===== src/rtl/logic8_serial_if.sv =====
// Start/busy/done handshake and operand/result bus between the ALU controller
// and the bit-serial logic unit.
interface logic8_serial_if #(
  parameter int WIDTH = 8
);
  logic             start;
  logic [1:0]       op;
  logic [WIDTH-1:0] A;
  logic [WIDTH-1:0] B;
  logic             busy;
  logic             done;
  logic [WIDTH-1:0] Cout;
  logic             zero;

  modport master (
    output start, op, A, B,
    input  busy, done, Cout, zero
  );

  modport slave (
    input  start, op, A, B,
    output busy, done, Cout, zero
  );
endinterface


===== src/rtl/logic8_serial.sv =====
// Bit-serial NOR/AND/OR/XOR unit: one result bit per clock, LSB first, with a
// registered result, zero flag and one-cycle done pulse.
module logic8_serial #(
  parameter int WIDTH = 8
) (
  input  logic            clk,
  input  logic            rst_n,
  logic8_serial_if.slave  bus
);

  localparam int CW = $clog2(WIDTH + 1);
  localparam logic [CW-1:0] LAST_COUNT = CW'(WIDTH - 1);

  typedef enum logic [1:0] {
    IDLE = 2'd0,
    RUN  = 2'd1,
    DONE = 2'd2
  } state_t;

  state_t           state_q, state_d;
  logic [WIDTH-1:0] sa_q, sa_d;
  logic [WIDTH-1:0] sb_q, sb_d;
  logic [WIDTH-1:0] sr_q, sr_d;
  logic [1:0]       op_q, op_d;
  logic [CW-1:0]    count_q, count_d;
  logic [WIDTH-1:0] cout_q, cout_d;
  logic             zero_q, zero_d;

  logic             bit_val;
  logic [WIDTH-1:0] shifted;

  always_comb begin
    bit_val = 1'b0;
    unique case (op_q)
      2'b00: bit_val = ~(sa_q[0] | sb_q[0]);
      2'b01: bit_val = sa_q[0] & sb_q[0];
      2'b10: bit_val = sa_q[0] | sb_q[0];
      2'b11: bit_val = sa_q[0] ^ sb_q[0];
      default: bit_val = 1'b0;
    endcase
  end

  assign shifted = {bit_val, sr_q[WIDTH-1:1]};

  // DONE accepts a new start just like IDLE so back-to-back operations lose no cycle.
  always_comb begin
    state_d = state_q;
    sa_d    = sa_q;
    sb_d    = sb_q;
    sr_d    = sr_q;
    op_d    = op_q;
    count_d = count_q;
    cout_d  = cout_q;
    zero_d  = zero_q;

    unique case (state_q)
      IDLE, DONE: begin
        if (bus.start) begin
          sa_d    = bus.A;
          sb_d    = bus.B;
          op_d    = bus.op;
          sr_d    = '0;
          count_d = '0;
          state_d = RUN;
        end else begin
          state_d = IDLE;
        end
      end
      RUN: begin
        sr_d    = shifted;
        sa_d    = {1'b0, sa_q[WIDTH-1:1]};
        sb_d    = {1'b0, sb_q[WIDTH-1:1]};
        count_d = count_q + 1'b1;
        if (count_q == LAST_COUNT) begin
          cout_d  = shifted;
          zero_d  = (shifted == '0);
          state_d = DONE;
        end
      end
      default: state_d = IDLE;
    endcase
  end

  always_ff @(posedge clk) begin
    if (!rst_n) begin
      state_q <= IDLE;
      sa_q    <= '0;
      sb_q    <= '0;
      sr_q    <= '0;
      op_q    <= '0;
      count_q <= '0;
      cout_q  <= '0;
      zero_q  <= 1'b0;
    end else begin
      state_q <= state_d;
      sa_q    <= sa_d;
      sb_q    <= sb_d;
      sr_q    <= sr_d;
      op_q    <= op_d;
      count_q <= count_d;
      cout_q  <= cout_d;
      zero_q  <= zero_d;
    end
  end

  // Status outputs decode straight from the state register, so nothing from the inputs reaches them.
  assign bus.busy = (state_q == RUN);
  assign bus.done = (state_q == DONE);
  assign bus.Cout = cout_q;
  assign bus.zero = zero_q;

endmodule


===== src/flat_wrapper.sv =====
// flat-port wrapper written by rule: the top's interface ports become plain ports
module logic8_serial_flat 
#(
  parameter int WIDTH = 8
)
  (clk, rst_n, bus_start, bus_op, bus_A, bus_B, bus_busy, bus_done, bus_Cout, bus_zero);
  logic8_serial_if #(.WIDTH(WIDTH)) bus_i ();
  input  logic clk;
  input  logic rst_n;
  input wire logic [$bits(bus_i.start)-1:0] bus_start;
  input wire logic [$bits(bus_i.op)-1:0] bus_op;
  input wire logic [$bits(bus_i.A)-1:0] bus_A;
  input wire logic [$bits(bus_i.B)-1:0] bus_B;
  output wire logic [$bits(bus_i.busy)-1:0] bus_busy;
  output wire logic [$bits(bus_i.done)-1:0] bus_done;
  output wire logic [$bits(bus_i.Cout)-1:0] bus_Cout;
  output wire logic [$bits(bus_i.zero)-1:0] bus_zero;
  assign bus_i.start = bus_start;
  assign bus_i.op = bus_op;
  assign bus_i.A = bus_A;
  assign bus_i.B = bus_B;
  assign bus_busy = bus_i.busy;
  assign bus_done = bus_i.done;
  assign bus_Cout = bus_i.Cout;
  assign bus_zero = bus_i.zero;
  logic8_serial #(.WIDTH(WIDTH)) u_core (.clk(clk), .rst_n(rst_n), .bus(bus_i));
endmodule

===== config.mk =====
export PLATFORM = sky130hd
export DESIGN_NAME = logic8_serial_flat
export DESIGN_NICKNAME = d
export VERILOG_FILES = /design/src/rtl/logic8_serial_if.sv /design/src/rtl/logic8_serial.sv /design/src/flat_wrapper.sv
export SDC_FILE = /design/constraint.sdc
export NUM_CORES = 1
export LEC_CHECK = 0
export ABC_AREA = 1
export ABC_CLOCK_PERIOD_IN_PS = 1140
export CORE_ASPECT_RATIO = 1.5
export CORE_UTILIZATION = 45
export DETAILED_ROUTE_END_ITERATION = 10
export PLACE_DENSITY_LB_ADDON = 0.3
export SETUP_SLACK_MARGIN = 0.5
export SLEW_MARGIN = 20
export SYNTH_ARGS = -nofsm -noshare
export SYNTH_HDL_FRONTEND = slang
export SYNTH_SLANG_ARGS = --single-unit

===== constraint.sdc =====
create_clock -name clk -period 1.14 [get_ports clk]
set_input_delay 0.171 -clock clk [delete_from_list [all_inputs] [get_ports clk]]
set_output_delay 0.171 -clock clk [all_outputs]
set_load 0.01 [all_outputs]

==> flow_summary_export.csv, run 1 <==
group,metric,value,unit
run_status,status,"finished with violations",
run_status,violations,"negative setup slack",
timing,fin_worst_skew,0.00416,ns
worst_setup_path,crit_fanout,3,
layout,regArea,825,µm²
clock_network,clk_pin_slew,0.07,ns
routing,drt_first_pass_iters,4,
logic_synthesis,yosysUniqueCellTypes,22,
placed_design,place_inst,295,
floorplan,fp.dieH,75.9,µm
routing,wl_per_cell,12.7,µm
worst_setup_path,criticalPathCategory,"register to register",
power_and_ir_drop,net-switching-power,0.816,mW
logic_synthesis,synth-seq-cells,40,
routing,top_layer,"met4",
clock_network,htree_levels,2,
floorplan,die_w,51.3,µm
layout,area_growth,59.7,%
clock_network,numClockSinks,40,
timing,setup_viol,10,
worst_setup_path,crit_path_start_kind,"register",
routing,vias,1618,
routing,wirelength,4.04,mm
floorplan,core_area,3450,µm²
logic_synthesis,synthesis.area,1640,µm²
grt,overflow,0,
grt,antenna_found_initial,0,
floorplan,start_util,47.5,%
layout,final_nets,298,
timing,grt_setup_unrepaired,"yes",
grt,grt_pass1_wl,6.30,mm
logic_synthesis,synth_cells,220,
worst_setup_path,worstReg2RegStart,"u_core.sa_q[0]",
routing,vias_per_cell,5.10,
power_and_ir_drop,power_density,1150,nW/µm²
clock_network,cts_tree,"yes",
grt,grt_max_degree,28,
routing,drtIter0Drc,34,
worst_hold_path,hp-start,"bus_start",
worst_hold_path,hold_path_end,"u_core.op_q[1]",
worst_setup_path,timing.rr.end,"u_core.bus.zero",
worst_hold_path,hold_class,"input port to register",
power_and_ir_drop,p_comb_share,17.6,%
timing,drv_slew,0,
timing,fin_ws,-0.0524,ns
layout,layout.cells.most_common,"nand2_1",
routing,met2_length,2.13,mm
worst_setup_path,worst_r2r_path_depth,9,
timing,slew_headroom,81.9,%
grt,grt_pass1_vias,1446,
worst_setup_path,worstSetupEndpointType,"register",
power_and_ir_drop,vdd_drop_max,0.912,mV
layout,nFillCells,240,
routing,drt-met1-wl,1.62,mm
floorplan,die_area,3890,µm²
power_and_ir_drop,finalPower,3.00,mW
clock_network,cts_max_path_buffers,2,
timing,final.min_clock_period,1.19,ns
power_and_ir_drop,power_leakage,1.08,nW
worst_setup_path,worstPathArrival,1.43,ns
worst_setup_path,r2r_slack,-0.05,ns
layout,mostFrequentLayoutCells,"nand2_1 (54), dfxtp_1 (25), nand2_2 (22)",
layout,drive_above_1_share,44.4,%
power_and_ir_drop,p_clk_share,32.1,%
logic_synthesis,syn_area_per_cell,7.44,µm²
placed_design,gp_congestion,0.780,
layout,diodes,0,
clock_network,holdBufCountCts,0,
timing,worstMarginPinSlew,0.268,ns
logic_synthesis,synth_seq_area_share,48.9,%
layout,multiInputGateArea,981,µm²
floorplan,placementRows,26,
logic_synthesis,synth_nets,244,
logic_synthesis,synth_warnings,0,
placed_design,dp_hpwl,2.21,mm
timing,min_period_over_period,105,%
routing,drcViolationCount,0,
layout,fin_cells,317,
clock_network,root_buffer,"clkbuf_8",
job,cap_violations,0,
clock_network,clkLatencyLatePin,0.29,ns
placed_design,dpl-instance-area,2140,µm²
placed_design,io_buffers,31,
worst_setup_path,crit_required,1.38,ns
routing,ant_nets,0,
grt,grt.total_usage,22.2,%
power_and_ir_drop,p_int,2.19,mW
clock_network,numCtsBuffers,5,
layout,layout.core_utilization,75.9,%
timing,final-hold-violation-count,0,
power_and_ir_drop,switching_share,27.2,%
timing,fmax,0.839,GHz
power_and_ir_drop,seq_power_share,50.3,%
placed_design,pre_cts_slack,-0.213,ns
worst_hold_path,hold_depth,4,
routing,wl_met3,134,µm
layout,stdcell_area,2620,µm²
floorplan,io-pin-count,32,
-- registers in the layout, summed over array words and instances (netlist names) --
signal / flops
u_core.sa_q: 8
u_core.sr_q: 7
u_core.op_q: 2
u_core.bus.Cout: 8
u_core.state_q: 2
u_core.sb_q: 8
u_core.count_q: 4
u_core.bus.zero: 1
-- cell usage after synthesis (all sizes together) --
cell type,instances,share of area (%)
inv,16,3.8
nand3,9,2.7
a31oi,14,5.3
nor3,2,0.61
nor2,15,3.6
buf,6,3.3
clkbuf,2,0.46
ha,3,2.3
a21oi,15,4.6
a211oi,1,0.46
dfxtp,40,49
nand2,88,21
o21ai,7,2.1
clkinv,2,0.53
-- critical path: stages (launching register included) --
cell and delay [ns]:
dfxtp_2 0.33, buf_4 0.15, ha_4 0.15, inv_2 0.04, nand2_1 0.05, nand3_1 0.09
nand2_2 0.08, nor2_1 0.11, nor2_1 0.05, nor2_1 0.09
-- timing repair --
item                       4_1_cts  5_1_grt
pin swaps                       16        3
cloned                           3        0
gates resized for setup        117       23
setup endpoints to repair       51       51
setup buffers                    9        2
-- layer usage --
metal,global-route usage [%],vias up
li1,-,814
met1,23.6,746
met2,42.0,43
met3,4.79,15
met4,9.01,0
met5,0,-
-- logic make-up after synthesis --
logic type,share of synthesized area [%]
simple gates,28.2
flops,48.9
compound gates,12.5
buf+inv,8.10
fa+ha+maj,2.29
-- metrics by stage --
step | setup TNS [ns] | hold slack [ns]
2_1_floorplan | 0 | 0.313
3_3_place_gp | -4.10 | 0.447
3_5_place_dp | -5.03 | 0.453
4_1_cts | -0.0494 | 0.448
5_1_grt | -1.23 | 0.416
6_report | -0.235 | 0.399
-- power groups by stage --
| stage | clock [mW] | sequential (mW) | combinational [mW] |
|---|---|---|---|
| after detailed placement | 0 | 1.53 | 0.360 |
| after global routing | 1.04 | 1.52 | 0.572 |
| after global placement | 0 | 1.53 | 0.354 |
| after floorplan | 0 | 1.52 | 0.231 |
| final | 0.963 | 1.51 | 0.530 |
| after CTS | 0.968 | 1.50 | 0.474 |
-- how the worst max path moves through the flow --
stage	start	end	slack [ns]	cells past startpoint
final	u_core.sa_q[0]	u_core.bus.zero	-0.05	9
after global placement	bus_start	u_core.sb_q[0]	-0.17	6
after global routing	u_core.sa_q[0]	u_core.bus.zero	-0.12	9
after CTS	u_core.sa_q[0]	u_core.bus.zero	-0.03	9
after detailed placement	bus_start	u_core.sb_q[4]	-0.21	6
after floorplan	u_core.sa_q[0]	u_core.bus.zero	0.04	9
-- layout make-up --
type | instances | area share, %
flip-flops and latches | 40 | 31.5
repair buffers | 52 | 20.1
well taps | 42 | 2.01
repair inverters | 3 | 1.67
clock buffers | 8 | 3.44
multi-input cells | 154 | 37.5
inverters | 18 | 3.73
(Power assumes the default switching activity.)
==> run 2: changes to the inputs <==
--- a/config.mk
+++ b/config.mk
@@ -6,13 +6,12 @@
 export NUM_CORES = 1
 export LEC_CHECK = 0
 export ABC_AREA = 1
-export ABC_CLOCK_PERIOD_IN_PS = 1140
+export ABC_CLOCK_PERIOD_IN_PS = 1330
 export CORE_ASPECT_RATIO = 1.5
-export CORE_UTILIZATION = 45
+export CORE_UTILIZATION = 50
 export DETAILED_ROUTE_END_ITERATION = 10
 export PLACE_DENSITY_LB_ADDON = 0.3
 export SETUP_SLACK_MARGIN = 0.5
-export SLEW_MARGIN = 20
 export SYNTH_ARGS = -nofsm -noshare
 export SYNTH_HDL_FRONTEND = slang
 export SYNTH_SLANG_ARGS = --single-unit
==> constraint.sdc (replaced) <==
create_clock -name clk -period 1.33 [get_ports clk]
set_input_delay 0.1995 -clock clk [delete_from_list [all_inputs] [get_ports clk]]
set_output_delay 0.1995 -clock clk [all_outputs]
set_load 0.01 [all_outputs]
==> flow_summary_export.csv, run 2 (same netlist as run 1, synthesis figures left out) <==
group,metric,value,unit
run_status,status,"finished, final reports clean",
grt,antenna_found_initial,0,
worst_setup_path,worstPathArrival,1.37,ns
worst_setup_path,slowest_stage,"dfxtp_4",
worst_setup_path,startpoint,"u_core.count_q[0]",
power_and_ir_drop,vdd_drop_max,0.896,mV
worst_setup_path,critPathMaxStageDelay,0.38,ns
clock_network,root_buffer,"clkbuf_8",
worst_setup_path,r2r_slack,0.13,ns
floorplan,die_w,48.7,µm
timing,final-hold-violation-count,0,
placed_design,place_inst,289,
clock_network,numClockSinks,40,
worst_setup_path,crit_path_cell_trace,"ha_4, nand3_4, nor2_4, inv_4, nand3_2, o21ai_1",
power_and_ir_drop,power_leakage,1.05,nW
power_and_ir_drop,finalPower,2.78,mW
clock_network,numCtsBuffers,5,
clock_network,cts_max_path_buffers,2,
routing,drt_first_pass_iters,4,
worst_setup_path,crit_path_start_kind,"register",
clock_network,holdBufCountCts,0,
power_and_ir_drop,power_density,1090,nW/µm²
timing,slew_headroom,82.3,%
worst_setup_path,worst_r2r_path_depth,6,
timing,min_period_over_period,89.9,%
timing,grt_setup_unrepaired,"yes",
floorplan,die_area,3510,µm²
worst_hold_path,hold_class,"input port to register",
timing,worstMarginPinSlew,0.265,ns
layout,fin_cells,312,
routing,wirelength,4.20,mm
worst_setup_path,crit_required,1.51,ns
worst_setup_path,criticalPathCategory,"register to register",
grt,grt.total_usage,24.9,%
grt,grtUsageMet2,45.4,%
power_and_ir_drop,p_clk_share,38.6,%
power_and_ir_drop,p_int,2.09,mW
timing,fin_worst_skew,0.00482,ns
floorplan,placementRows,25,
job,cap_violations,0,
timing,timing.setup.tns,0,ns
placed_design,dpl-instance-area,2070,µm²
worst_setup_path,worstSetupEndpointType,"register",
grt,busiest_layer,"met2",
layout,area_growth,56.4,%
worst_setup_path,crit_fanout,8,
timing,final.min_clock_period,1.20,ns
grt,grtUsageMet3,6.29,%
timing,fin_ws,0.135,ns
power_and_ir_drop,p_comb_share,15.0,%
floorplan,io-pin-count,32,
placed_design,dp_hpwl,2.20,mm
power_and_ir_drop,net-switching-power,0.688,mW
floorplan,fp.dieH,72.1,µm
clock_network,clkLatencyLatePin,0.29,ns
timing,fmax,0.837,GHz
worst_setup_path,critPathCapture,"u_core.bus.Cout[6]",
layout,final_nets,295,
clock_network,htree_levels,2,
power_and_ir_drop,seq_power_share,46.4,%
layout,layout.cells.most_common,"nand2_1",
routing,vias_per_cell,5.10,
power_and_ir_drop,switching_share,24.8,%
grt,grt_pass1_wl,6.65,mm
grt,grt_max_degree,25,
routing,drcViolationCount,0,
layout,diodes,0,
timing,setup_viol,0,
clock_network,cts_tree,"yes",
worst_setup_path,timing.rr.end,"u_core.bus.Cout[6]",
floorplan,core_area,3130,µm²
routing,vias,1591,
grt,grt_pass1_vias,1515,
grt,use_met1,27.4,%
placed_design,gp_congestion,0.815,
placed_design,pre_cts_slack,-0.0373,ns
grt,overflow,0,
layout,drive_above_1_share,40.4,%
routing,drtIter0Drc,33,
floorplan,start_util,52.4,%
clock_network,clk_pin_slew,0.08,ns
placed_design,io_buffers,31,
layout,mostFrequentLayoutCells,"nand2_1 (65), dfxtp_1 (25), clkdlybuf4s50_1 (19)",
layout,stdcell_area,2560,µm²
routing,wl_per_cell,13.4,µm
routing,ant_nets,0,
worst_setup_path,worstReg2RegStart,"u_core.count_q[0]",
timing,drv_slew,0,
[run 2: cell count changes in the layout (fill, tap and decap cells not counted), moves of 4 or more]
| cell | delta |
|---|---|
| nand2_1 | +11 |
| nand2_2 | -10 |
| a21oi_1 | -4 |
| a21oi_2 | +4 |
[run 2: final cells by class]
| class | instances | area [µm²] |
|---|---|---|
| Fill cell | 182 | 567 |
| Multi-Input combinational cell | 154 | 948 |
| Sequential cell | 40 | 825 |
| Clock buffer | 7 | 96.3 |
| Tap cell | 40 | 50.0 |
| Timing Repair Buffer | 49 | 479 |
| Clock inverter | 1 | 30.0 |
| Timing Repair inverter | 3 | 38.8 |
| Inverter | 18 | 93.8 |
[run 2: routing by layer]
metal	share of wire [%]	wire length [µm]
met1	40	1680
met2	56	2370
met3	2.6	111
met4	0.91	38
met5	0	0
[run 2: critical path, delay by kind of cell (launching register included)]
kind                       cells  cell delay [ns]
AOI/OAI and AO/OA              1             0.08
adders and majority gates      1             0.15
buffers and inverters          1             0.11
DFF                            1             0.38
and+or+nand+nor                3             0.36
[run 2: how the worst min path moves through the flow]
stage                  startpoint                  to  slack [ns]  depth (start not counted)
4_1_cts            u_core.sb_q[7]      u_core.sb_q[7]        0.47                          2
3_3_place_gp   u_core.bus.Cout[1]  u_core.bus.Cout[1]        0.44                          2
2_1_floorplan               rst_n      u_core.op_q[0]        0.34                          2
3_5_place_dp   u_core.bus.Cout[1]  u_core.bus.Cout[1]        0.45                          2
6_report                 bus_A[7]      u_core.sa_q[7]        0.47                          3
5_1_grt                  bus_B[7]      u_core.sb_q[7]        0.47                          3
[run 2: power by group through the flow]
| stage | clock, mW | combinational (mW) | sequential [mW] |
|---|---|---|---|
| 3_5_place_dp | 0 | 0.288 | 1.31 |
| 2_1_floorplan | 0 | 0.197 | 1.30 |
| 5_1_grt | 1.15 | 0.455 | 1.29 |
| 4_1_cts | 1.08 | 0.355 | 1.28 |
| 3_3_place_gp | 0 | 0.283 | 1.31 |
| 6_report | 1.07 | 0.416 | 1.29 |
[run 2: timing repair]
action,in CTS,in global routing
pin swaps,18,6
hold endpoints to repair,0,0
resized for setup,91,42
cloned,2,1
endpoints found under the setup margin,51,51
buffers inserted,10,2
[run 2: metrics by stage]
stage	utilization [%]	hold slack, ns
final	81.9	0.472
after global routing	81.9	0.474
after CTS	76.2	0.467
after detailed placement	66.1	0.451
after global placement	66.1	0.445
after floorplan	-	0.338
==> run 3: changes to the inputs <==
--- a/config.mk
+++ b/config.mk
@@ -9,9 +9,11 @@
 export ABC_CLOCK_PERIOD_IN_PS = 1330
 export CORE_ASPECT_RATIO = 1.5
 export CORE_UTILIZATION = 50
+export CTS_CLUSTER_DIAMETER = 120
 export DETAILED_ROUTE_END_ITERATION = 10
 export PLACE_DENSITY_LB_ADDON = 0.3
 export SETUP_SLACK_MARGIN = 0.5
+export SKIP_CTS_REPAIR_TIMING = 1
 export SYNTH_ARGS = -nofsm -noshare
 export SYNTH_HDL_FRONTEND = slang
 export SYNTH_SLANG_ARGS = --single-unit
==> flow_summary_export.csv, run 3 (same netlist as run 1, synthesis figures left out) <==
group,metric,value,unit
floorplan,die_w,48.7,µm
layout,mostFrequentLayoutCells,"nand2_1 (71), dfxtp_1 (26), clkdlybuf4s50_1 (19)",
timing,drv_slew,0,
clock_network,numClockSinks,40,
clock_network,htree_levels,2,
grt,overflow,0,
clock_network,clk_pin_slew,0.08,ns
layout,final_nets,294,
worst_setup_path,worstReg2RegStart,"u_core.count_q[0]",
timing,min_period_over_period,90.6,%
timing,final-hold-violation-count,0,
worst_setup_path,worstSetupEndpointType,"output pin",
routing,vias,1652,
worst_setup_path,criticalPathCategory,"register to output pin",
routing,drt_first_pass_iters,4,
routing,drtIter0Drc,65,
clock_network,cts_max_path_buffers,2,
run_status,status,"finished, final reports clean",
floorplan,die_area,3510,µm²
grt,grt_max_degree,27,
grt,grt_pass1_vias,1363,
timing,grt_setup_unrepaired,"yes",
timing,fmax,0.830,GHz
power_and_ir_drop,switching_share,24.5,%
timing,timing.setup.tns,0,ns
worst_setup_path,timing.rr.end,"u_core.bus.Cout[4]",
power_and_ir_drop,seq_power_share,46.1,%
worst_setup_path,crit_path_start_kind,"register",
routing,vias_per_cell,5.31,
power_and_ir_drop,p_comb_share,14.9,%
grt,antenna_found_initial,0,
grt,grt.total_usage,21.2,%
timing,worstMarginPinSlew,0.238,ns
timing,fin_worst_skew,0.00844,ns
routing,wl_per_cell,13.5,µm
job,cap_violations,0,
power_and_ir_drop,p_int,2.10,mW
grt,grt_pass1_wl,5.75,mm
layout,drive_above_1_share,35.1,%
timing,final.min_clock_period,1.21,ns
floorplan,placementRows,25,
power_and_ir_drop,power_leakage,1.01,nW
power_and_ir_drop,vdd_drop_max,0.855,mV
clock_network,numCtsBuffers,5,
placed_design,gp_congestion,0.815,
timing,fin_ws,0.124,ns
floorplan,start_util,52.4,%
layout,nFillCells,201,
worst_setup_path,worst_r2r_path_depth,7,
worst_setup_path,crit_path_cell_trace,"inv_2, nand2_4, inv_6, dlymetal6s2s_1",
worst_setup_path,critPathCapture,"bus_busy",
layout,diodes,0,
clock_network,clkLatencyLatePin,0.30,ns
worst_setup_path,crit_required,1.13,ns
power_and_ir_drop,power_density,1120,nW/µm²
timing,setup_viol,0,
clock_network,cts_tree,"yes",
worst_setup_path,slowest_stage,"dfxtp_2",
routing,wirelength,4.20,mm
power_and_ir_drop,net-switching-power,0.682,mW
placed_design,dp_hpwl,2.20,mm
clock_network,root_buffer,"clkbuf_8",
floorplan,io-pin-count,32,
worst_setup_path,critPathMaxStageDelay,0.32,ns
placed_design,io_buffers,31,
worst_setup_path,crit_fanout,4,
floorplan,core_area,3130,µm²
worst_setup_path,r2r_slack,0.13,ns
timing,slew_headroom,84.0,%
layout,area_growth,52.3,%
worst_setup_path,startpoint,"u_core.state_q[1]",
floorplan,fp.dieH,72.1,µm
layout,layout.cells.most_common,"nand2_1",
power_and_ir_drop,p_clk_share,39.0,%
worst_setup_path,worstPathArrival,1.01,ns
worst_hold_path,hold_class,"input port to register",
placed_design,pre_cts_slack,-0.0373,ns
routing,drcViolationCount,0,
routing,ant_nets,0,
## run 3: cell count changes in the layout (fill, tap and decap cells not counted), sizes merged
cell	change
inv	-1
buf	-5
clkbuf	+3
dlymetal6s2s	+2
dlygate4sd2	-1
clkinv	+1
## run 3: worst min path at each step
stage / cells after the start / from / slack, ns / endpoint
2_1_floorplan: 2 / rst_n / 0.34 / u_core.op_q[0]
3_3_place_gp: 2 / u_core.bus.Cout[1] / 0.44 / u_core.bus.Cout[1]
3_5_place_dp: 2 / u_core.bus.Cout[1] / 0.45 / u_core.bus.Cout[1]
4_1_cts: 2 / u_core.bus.Cout[3] / 0.47 / u_core.bus.Cout[3]
5_1_grt: 3 / bus_B[7] / 0.47 / u_core.sb_q[7]
6_report: 5 / bus_start / 0.45 / u_core.sb_q[4]
## run 3: area by class of cell
class / instances / area (µm²) / area share [%]
timing repair inverter: 3 / 38.8 / 1.55
timing repair buffer: 48 / 495 / 19.9
tap: 40 / 50.0 / 2.01
sequential: 40 / 823 / 33.0
multi-input combinational: 154 / 866 / 34.7
clock inverter: 1 / 30.0 / 1.20
clock buffer: 7 / 96.3 / 3.86
inverter: 18 / 95.1 / 3.81
## run 3: metrics by stage
| stage | power (mW) | utilization (%) | hold WS, ns | instance area (µm²) | cells |
|---|---|---|---|---|---|
| 4_1_cts | 2.65 | 70.2 | 0.467 | 2190 | 297 |
| 3_3_place_gp | 1.59 | 66.1 | 0.445 | 2070 | 289 |
| 3_5_place_dp | 1.60 | 66.1 | 0.451 | 2070 | 289 |
| 6_report | 2.78 | 79.8 | 0.452 | 2490 | 311 |
| 5_1_grt | 2.88 | 79.8 | 0.467 | 2490 | 311 |
| 2_1_floorplan | 1.50 | - | 0.338 | 1730 | 220 |
## run 3: metal layers
layer  part of all wire (%)  global-route usage (%)
met1                     40                    22.9
met2                     54                    38.0
met3                    3.5                    6.08
met4                    2.4                    9.48
met5                      0                       0
## run 3: power by group through the flow
stage	Combinational [mW]	Sequential (mW)	Clock, mW
6_report	0.415	1.28	1.09
2_1_floorplan	0.197	1.30	0
4_1_cts	0.289	1.28	1.08
3_3_place_gp	0.283	1.31	0
3_5_place_dp	0.288	1.31	0
5_1_grt	0.450	1.29	1.14
## run 3: critical path, delay by kind of cell (launching register included)
kind	cells	cell delay [ns]
and+or+nand+nor	1	0.07
DFF	1	0.32
buffers and inverters	3	0.33
